==> src/rtl/icache_refill_engine.sv <==
// Instruction-cache line refill: one AXI4 INCR read burst per miss, beats
// assembled into a full line; at most one burst outstanding.
module icache_refill_engine #(
   parameter int unsigned ID_WIDTH   = 13,
   parameter int unsigned ADDR_WIDTH = 64,
   parameter int unsigned DATA_WIDTH = 64,
   parameter int unsigned LINE_BYTES = 64,
   parameter int unsigned AXI_ID     = 0
) (
   input  logic                    clk,
   input  logic                    reset,
   input  logic                    req_valid,
   output logic                    req_ready,
   input  logic [ADDR_WIDTH-1:0]   req_addr,
   input  logic                    flush,
   output logic                    resp_valid,
   input  logic                    resp_ready,
   output logic [ADDR_WIDTH-1:0]   resp_addr,
   output logic [LINE_BYTES*8-1:0] resp_line,
   output logic                    resp_error,
   output logic [ID_WIDTH-1:0]     m_axi_arid,
   output logic [ADDR_WIDTH-1:0]   m_axi_araddr,
   output logic [7:0]              m_axi_arlen,
   output logic [2:0]              m_axi_arsize,
   output logic [1:0]              m_axi_arburst,
   output logic                    m_axi_arlock,
   output logic [3:0]              m_axi_arcache,
   output logic [2:0]              m_axi_arprot,
   output logic                    m_axi_arvalid,
   input  logic                    m_axi_arready,
   input  logic [ID_WIDTH-1:0]     m_axi_rid,
   input  logic [DATA_WIDTH-1:0]   m_axi_rdata,
   input  logic [1:0]              m_axi_rresp,
   input  logic                    m_axi_rlast,
   input  logic                    m_axi_rvalid,
   output logic                    m_axi_rready
);

   localparam int unsigned BEATS = LINE_BYTES / (DATA_WIDTH / 8);
   localparam int unsigned CNT_W = $clog2(BEATS);
   localparam logic [CNT_W-1:0]      LAST_BEAT = CNT_W'(BEATS - 1);
   localparam logic [ID_WIDTH-1:0]   ARID      = ID_WIDTH'(AXI_ID) & ~ID_WIDTH'(1);
   localparam logic [ADDR_WIDTH-1:0] LINE_MASK = ~ADDR_WIDTH'(LINE_BYTES - 1);

   typedef enum logic [1:0] {IDLE, AR, R, RESP} state_t;

   state_t                    state;
   logic [CNT_W-1:0]          beat_cnt;
   logic                      err;
   logic                      drop;
   logic [ADDR_WIDTH-1:0]     line_addr;
   logic [LINE_BYTES*8-1:0]   line;

   // R beats always return here; the ID carries no information for this block.
   logic unused_rid;
   assign unused_rid = ^m_axi_rid;

   always_ff @(posedge clk) begin
      if (reset) begin
         state     <= IDLE;
         beat_cnt  <= '0;
         err       <= 1'b0;
         drop      <= 1'b0;
         line_addr <= '0;
         line      <= '0;
      end else begin
         case (state)
            IDLE: begin
               if (req_valid) begin
                  line_addr <= req_addr & LINE_MASK;
                  beat_cnt  <= '0;
                  err       <= 1'b0;
                  drop      <= 1'b0;
                  state     <= AR;
               end
            end
            AR: begin
               if (flush) drop <= 1'b1;
               if (m_axi_arready) state <= R;
            end
            R: begin
               if (flush) drop <= 1'b1;
               if (m_axi_rvalid) begin
                  line[beat_cnt*DATA_WIDTH +: DATA_WIDTH] <= m_axi_rdata;
                  beat_cnt <= beat_cnt + 1'b1;
                  if (m_axi_rresp != 2'b00) err <= 1'b1;
                  // burst ends on the final slot or on an early rlast; either mismatch is an error
                  if (beat_cnt == LAST_BEAT || m_axi_rlast) begin
                     if ((beat_cnt == LAST_BEAT) != m_axi_rlast) err <= 1'b1;
                     state <= (drop || flush) ? IDLE : RESP;
                  end
               end
            end
            RESP: begin
               if (resp_ready || drop || flush) state <= IDLE;
            end
            default: state <= IDLE;
         endcase
      end
   end

   assign req_ready     = (state == IDLE);
   assign m_axi_arvalid = (state == AR);
   assign m_axi_rready  = (state == R);
   assign resp_valid    = (state == RESP) && !drop;
   assign resp_addr     = line_addr;
   assign resp_line     = line;
   assign resp_error    = err;

   assign m_axi_arid    = ARID;
   assign m_axi_araddr  = line_addr;
   assign m_axi_arlen   = 8'(BEATS - 1);
   assign m_axi_arsize  = 3'($clog2(DATA_WIDTH / 8));
   assign m_axi_arburst = 2'b01;
   assign m_axi_arlock  = 1'b0;
   assign m_axi_arcache = 4'b0000;
   assign m_axi_arprot  = 3'b100;

endmodule

==> config.mk <==
export PLATFORM = sky130hd
export DESIGN_NAME = icache_refill_engine
export DESIGN_NICKNAME = d
export VERILOG_FILES = /design/src/rtl/icache_refill_engine.sv
export SDC_FILE = /design/constraint.sdc
export NUM_CORES = 1
export LEC_CHECK = 0
export ABC_AREA = 1
export BUFFER_PORTS_ARGS = -buffer_cell sky130_fd_sc_hd__buf_2
export CAP_MARGIN = 30
export CORE_AREA = 8 8 312 314
export DETAILED_ROUTE_END_ITERATION = 10
export DIE_AREA = 0 0 320 322
export GPL_TIMING_DRIVEN = 1
export PLACE_DENSITY = 0.58
export SLEW_MARGIN = 15
export SYNTH_ARGS = -nofsm -noshare
export SYNTH_HDL_FRONTEND = slang
export SYNTH_SLANG_ARGS = --single-unit
==> constraint.sdc <==
create_clock -name clk -period 2.8 [get_ports clk]
set_clock_uncertainty 0.2 [all_clocks]
set_input_delay 0.28 -clock clk [delete_from_list [all_inputs] [get_ports clk]]
set_output_delay 0.28 -clock clk [all_outputs]
set_load 0.05 [all_outputs]
After elaboration in Yosys (flattened, before gate mapping). Cells that the tools add are included.

Bits in registers: 577. Input port bits: 151. Output and inout port bits: 679. Logic and storage cells: 56.

Add/sub/neg operators: 2. Equal/unequal tests: 11. Shift-type cells: 2. Multiplexer cells: 19. Reductions and logical operators: 16.

Operators by type and width (number): 512-bit bitwise mux (1); 64-bit by 34-bit variable shift with 512-bit output (first input constant) (1); 64-bit by 34-bit indexed part select with 512-bit output (1); 9-bit negation with 34-bit output (1); 2-bit two-way mux (6); 2-bit case mux with 4 select lines (1); 1-bit two-way mux (6); 3-bit two-way mux (2); 2-bit by 1-bit inequality test with 1-bit output (second input constant) (3); 2-bit inequality test (second input constant) (3); 3-bit case mux with 2 select lines (1); 3-bit AND reduction (2); 2-bit nonzero test (3); 5-bit AND reduction (1); 2-bit equality test (second input constant) (2); 1-bit logical OR (4); 1-bit case mux with 2 select lines (2); 2-bit AND reduction (2); 3-bit by 1-bit adder with 3-bit output (second input constant) (1); 3-bit equality test (second input constant) (1); 2-bit by 1-bit equality test with 1-bit output (second input constant) (1); 2-bit zero test (1); 2-bit OR reduction (1); 1-bit logical AND (1); 2 further kinds (2).

Depth between registers and ports, before layout.
Depth in word-level cells: 6. Depth in mapped cells: 14. Gate-level depth less buffers: 11.

Least setup slack after synthesis. Ideal clock, no wire load.

Path kind: flip-flop to flip-flop. From: reg beat_cnt[0]. To: reg line[54] (netlist: resp_line[54]). Library setup time: 116 ps. Arrival time: 2347 ps. Required time: 2484 ps. Setup slack: 138 ps. Cell stages (with the launch flop): 15. Buffers on the path: 5. Clock period less this slack: 2662 ps. Cells stage by stage: dfxtp_1 > inv_2 > buf_2 > buf_1 > ha_1 > ha_1 > buf_4 > inv_4 > nand3_1 > nor2_1 > nand2_1 > buf_4 > clkbuf_1 > o21ai_0 > nor2_1.

Word-level cells in the longest chain between the ends: 3. Elaborated cells between the ends (all ways): 4.

Ends and longest elaborated chain: start, declared (line 48) `logic [CNT_W-1:0] beat_cnt;`; start signal, assigned (line 85) `beat_cnt <= beat_cnt + 1'b1;`; 9-bit negation with 34-bit output * (line 84) `line[beat_cnt*DATA_WIDTH +: DATA_WIDTH] <= m_axi_rdata;`; 64-bit by 34-bit indexed part select with 512-bit output / 64-bit by 34-bit variable shift with 512-bit output (equally long branches) (line 84); 512-bit bitwise mux * (line 84); end signal, assigned by index (line 84); end, declared (line 52) `logic [LINE_BYTES*8-1:0] line;`.

Mark *: on every way between the ends. The rest lies on a longest branch, timed or not. A chain may end at the register's enable or synchronous reset.

Worst setup path after layout.
From: reg state[0]. To: reg state[1].

Word-level cells in the longest chain between the ends: 3. Elaborated cells between the ends (all ways): 11.

Ends and longest elaborated chain: start, declared (line 47) `state_t state;`; start signal, assigned (line 90) `state <= (drop || flush) ? IDLE : RESP;`; 2-bit equality test, or another cell as far along (line 67) `case (state)`; 2-bit inequality test (no source line) / 2-bit by 1-bit inequality test with 1-bit output (equally long branches); 5-bit AND reduction (no source line).

Several ways; a longest one is shown, not always the timed one.

==> metrics.txt <==
outcome complete, no violations; fin nets 4743; Mean Syn Cell Area 6.65 um^2; CP max-delay cell dlygate4sd3_1; post-route setup TNS 0 ns; FF/Latch Area 0.0116 mm^2; row count 112; largest net degree at the start of global routing 79; register area share after synthesis 46.0%; most frequent cell after synthesis nor2_1; placed cell count 5526; post-synth cell types 26; dominant cell type by area after synthesis dfxtp_1; Max-cap violations 0; vias in the first global route 24000; final period utilization 93.4%; Slew @ Worst Pin 0.759 ns; post-route minimum period 2.61 ns; crit-path max FO 4; warnings from Yosys 0; crit end category flip-flop; IO Pins 830; critical path cell sequence inv_1, ha_2, nand2_1, nand2_1, dlygate4sd3_1, nor2_1, nand3_1, dlygate4sd3_1, a21oi_1; DRT antenna net count 0; Cells after Synth 3775; synthesized cell area 0.0251 mm^2; leading cell types by count after synthesis nor2_1 (1019), nand2_1 (845), dfxtp_1 (577); drt drc 0; final setup violation count 0; HP Class in2reg; Worst EP arrival 2.96 ns; vias per cell 4.44; root buffer cell clkbuf_16; IO Port Bufs 764; Longest Clk Path Bufs 3; dpl hpwl 85000 um; top post-synthesis cells by area dfxtp_1 (46%), nor2_1 (15%), nand2_1 (13%); fin cells 5844; total power density per cell area 691 mW/mm^2; Yosys reg bits 577; layout cells sized above 1 21.6%; via count 26000; Async SR Flop Fraction 0%; Post-synth EDFFs 0; Leak 0.0186 uW; core area 0.0925 mm^2; first-pass GRT wire length 164000 um; Syn-to-layout area delta 36.5%; sequential power share 37.5%; Rel. slew slack 49.0%; Switching Fraction 34.4%; power after layout 23700 uW; startpoint types flip-flop; routability cong. 0.888; maximum vdd drop 592 uV; RSZ-0062 raised after global routing false; Fin. Hold Viols 0; critical path class reg2reg; gr usage total 21.2%; FILL cells 9702; TritonCTS clock tree done; H-tree levels 3; die width 320 um; clock share of power 40.6%; final wirelength 115000 um; fmax 383 MHz; area of the multi-input gates 0.0102 mm^2; top cell type's share of synthesized area 46.0%; max-slew violations 0; Worst Path Required 3.15 ns; Clock transition at path regs 0.06 ns; total grt overflow 0; DRT iter0 DRCs 1851; Num CTS Buffers 71; P_int 15500 uW; die height 322 um; Combinational Power Share 21.8%; Worst path max stage delay 0.56 ns; Clock Latency Late Sink 0.62 ns; drt first pass iters 5; Starting Density 27.1%; CTS sink cnt 577; die area 0.103 mm^2; Most used DFF post-synth dfxtp_1; Routed WL per cell 19.7 um; NetSw 8140 uW; initial antenna violation count 14
-- worst max-delay path: cells and delay by family, from the launching register on --
kind | cells | cell delay [ns]
buffers and inverters | 3 | 1.21
AND/OR/NAND/NOR | 4 | 0.41
flip-flops | 1 | 0.37
adder cells (fa/ha/maj) | 1 | 0.22
AO/OA/AOI/OAI | 1 | 0.13
-- through the flow --
step                worst slack, ns  cell area (um^2)  hold WS [ns]  util [%]
floorplan                     0.138             25300         0.228         -
detailed placement            0.249             30000         0.252      32.4
global route                 0.0597             34200         0.135      37.0
CTS                           0.109             34200        0.0167      37.0
global placement              0.291             30000         0.250      32.4
finish                        0.186             34200        0.0796      37.0
-- per-layer routing --
layer	wire length, um	up-vias	GRT usage [%]	share of wire [%]
met3	10000	190	6.58	8.7
li1	-	12900	-	-
met4	4610	6	8.99	4.0
met5	34	-	0	0.030
met2	49000	981	31.5	43
met1	51500	11900	28.1	45
-- sequential cells by signal (all words and copies together) (netlist names) --
register and cells:
state 2, m_axi_araddr 58, resp_line 512, resp_error 1, drop 1, beat_cnt 3
-- cells by family after synthesis --
family	count (synthesis)	synth area share, %
DFF	577	46.0
AOI/OAI and AO/OA	205	4.21
and+or+nand+nor	2200	35.1
other	2	0.0299
buffers and inverters	779	14.0
adders and majority gates	12	0.598
-- layout make-up --
| type | instances | share of cell area [%] |
|---|---|---|
| clock buffer | 108 | 6.25 |
| inverter | 422 | 4.67 |
| sequential | 577 | 33.7 |
| multi-input combinational | 2463 | 29.9 |
| antenna | 10 | 0.0731 |
| clock inverter | 22 | 0.782 |
| timing repair buffer | 1045 | 20.2 |
| tap | 1197 | 4.37 |
-- layout by cell type, fill, tap and decap left out, drive strengths merged --
cell type,n
dfxtp,577
clkinvlp,1
nand2,846
conb,46
o21ai,123
clkbuf,108
diode,10
inv,427
clkinv,11
nand4,66
nor4,1
a21oi,70
bufinv,5
dlygate4sd3,177
nand3,73
nor3,192
ha,12
buf,868
o21bai,12
nor2,1022
-- power groups by stage --
stage,combinational (uW),sequential [uW],clock [uW]
floorplan,2500,10200,0
global placement,4800,9030,0
detailed placement,4810,9040,0
CTS,5120,8860,9850
global route,5430,8910,10200
finish,5170,8880,9610
-- what timing repair did --
item                                    4_1_cts  5_1_grt
hold buffers                                177        0
gates resized for setup                       0        3
endpoints found under the setup margin        0       17
buffers inserted                              0        0
hold endpoints to repair                    219        0
-- final timing paths --
kind | startpoint | end | cells past startpoint | slack [ns]
max | state[0] | state[1] | 9 | 0.19
min | m_axi_arready | state[1] | 8 | 0.08
max reg2reg | state[0] | state[1] | 9 | 0.19
min reg2reg | resp_line[122] | resp_line[122] | 2 | 0.26
No activity file was read; power rests on OpenSTA's default activity.
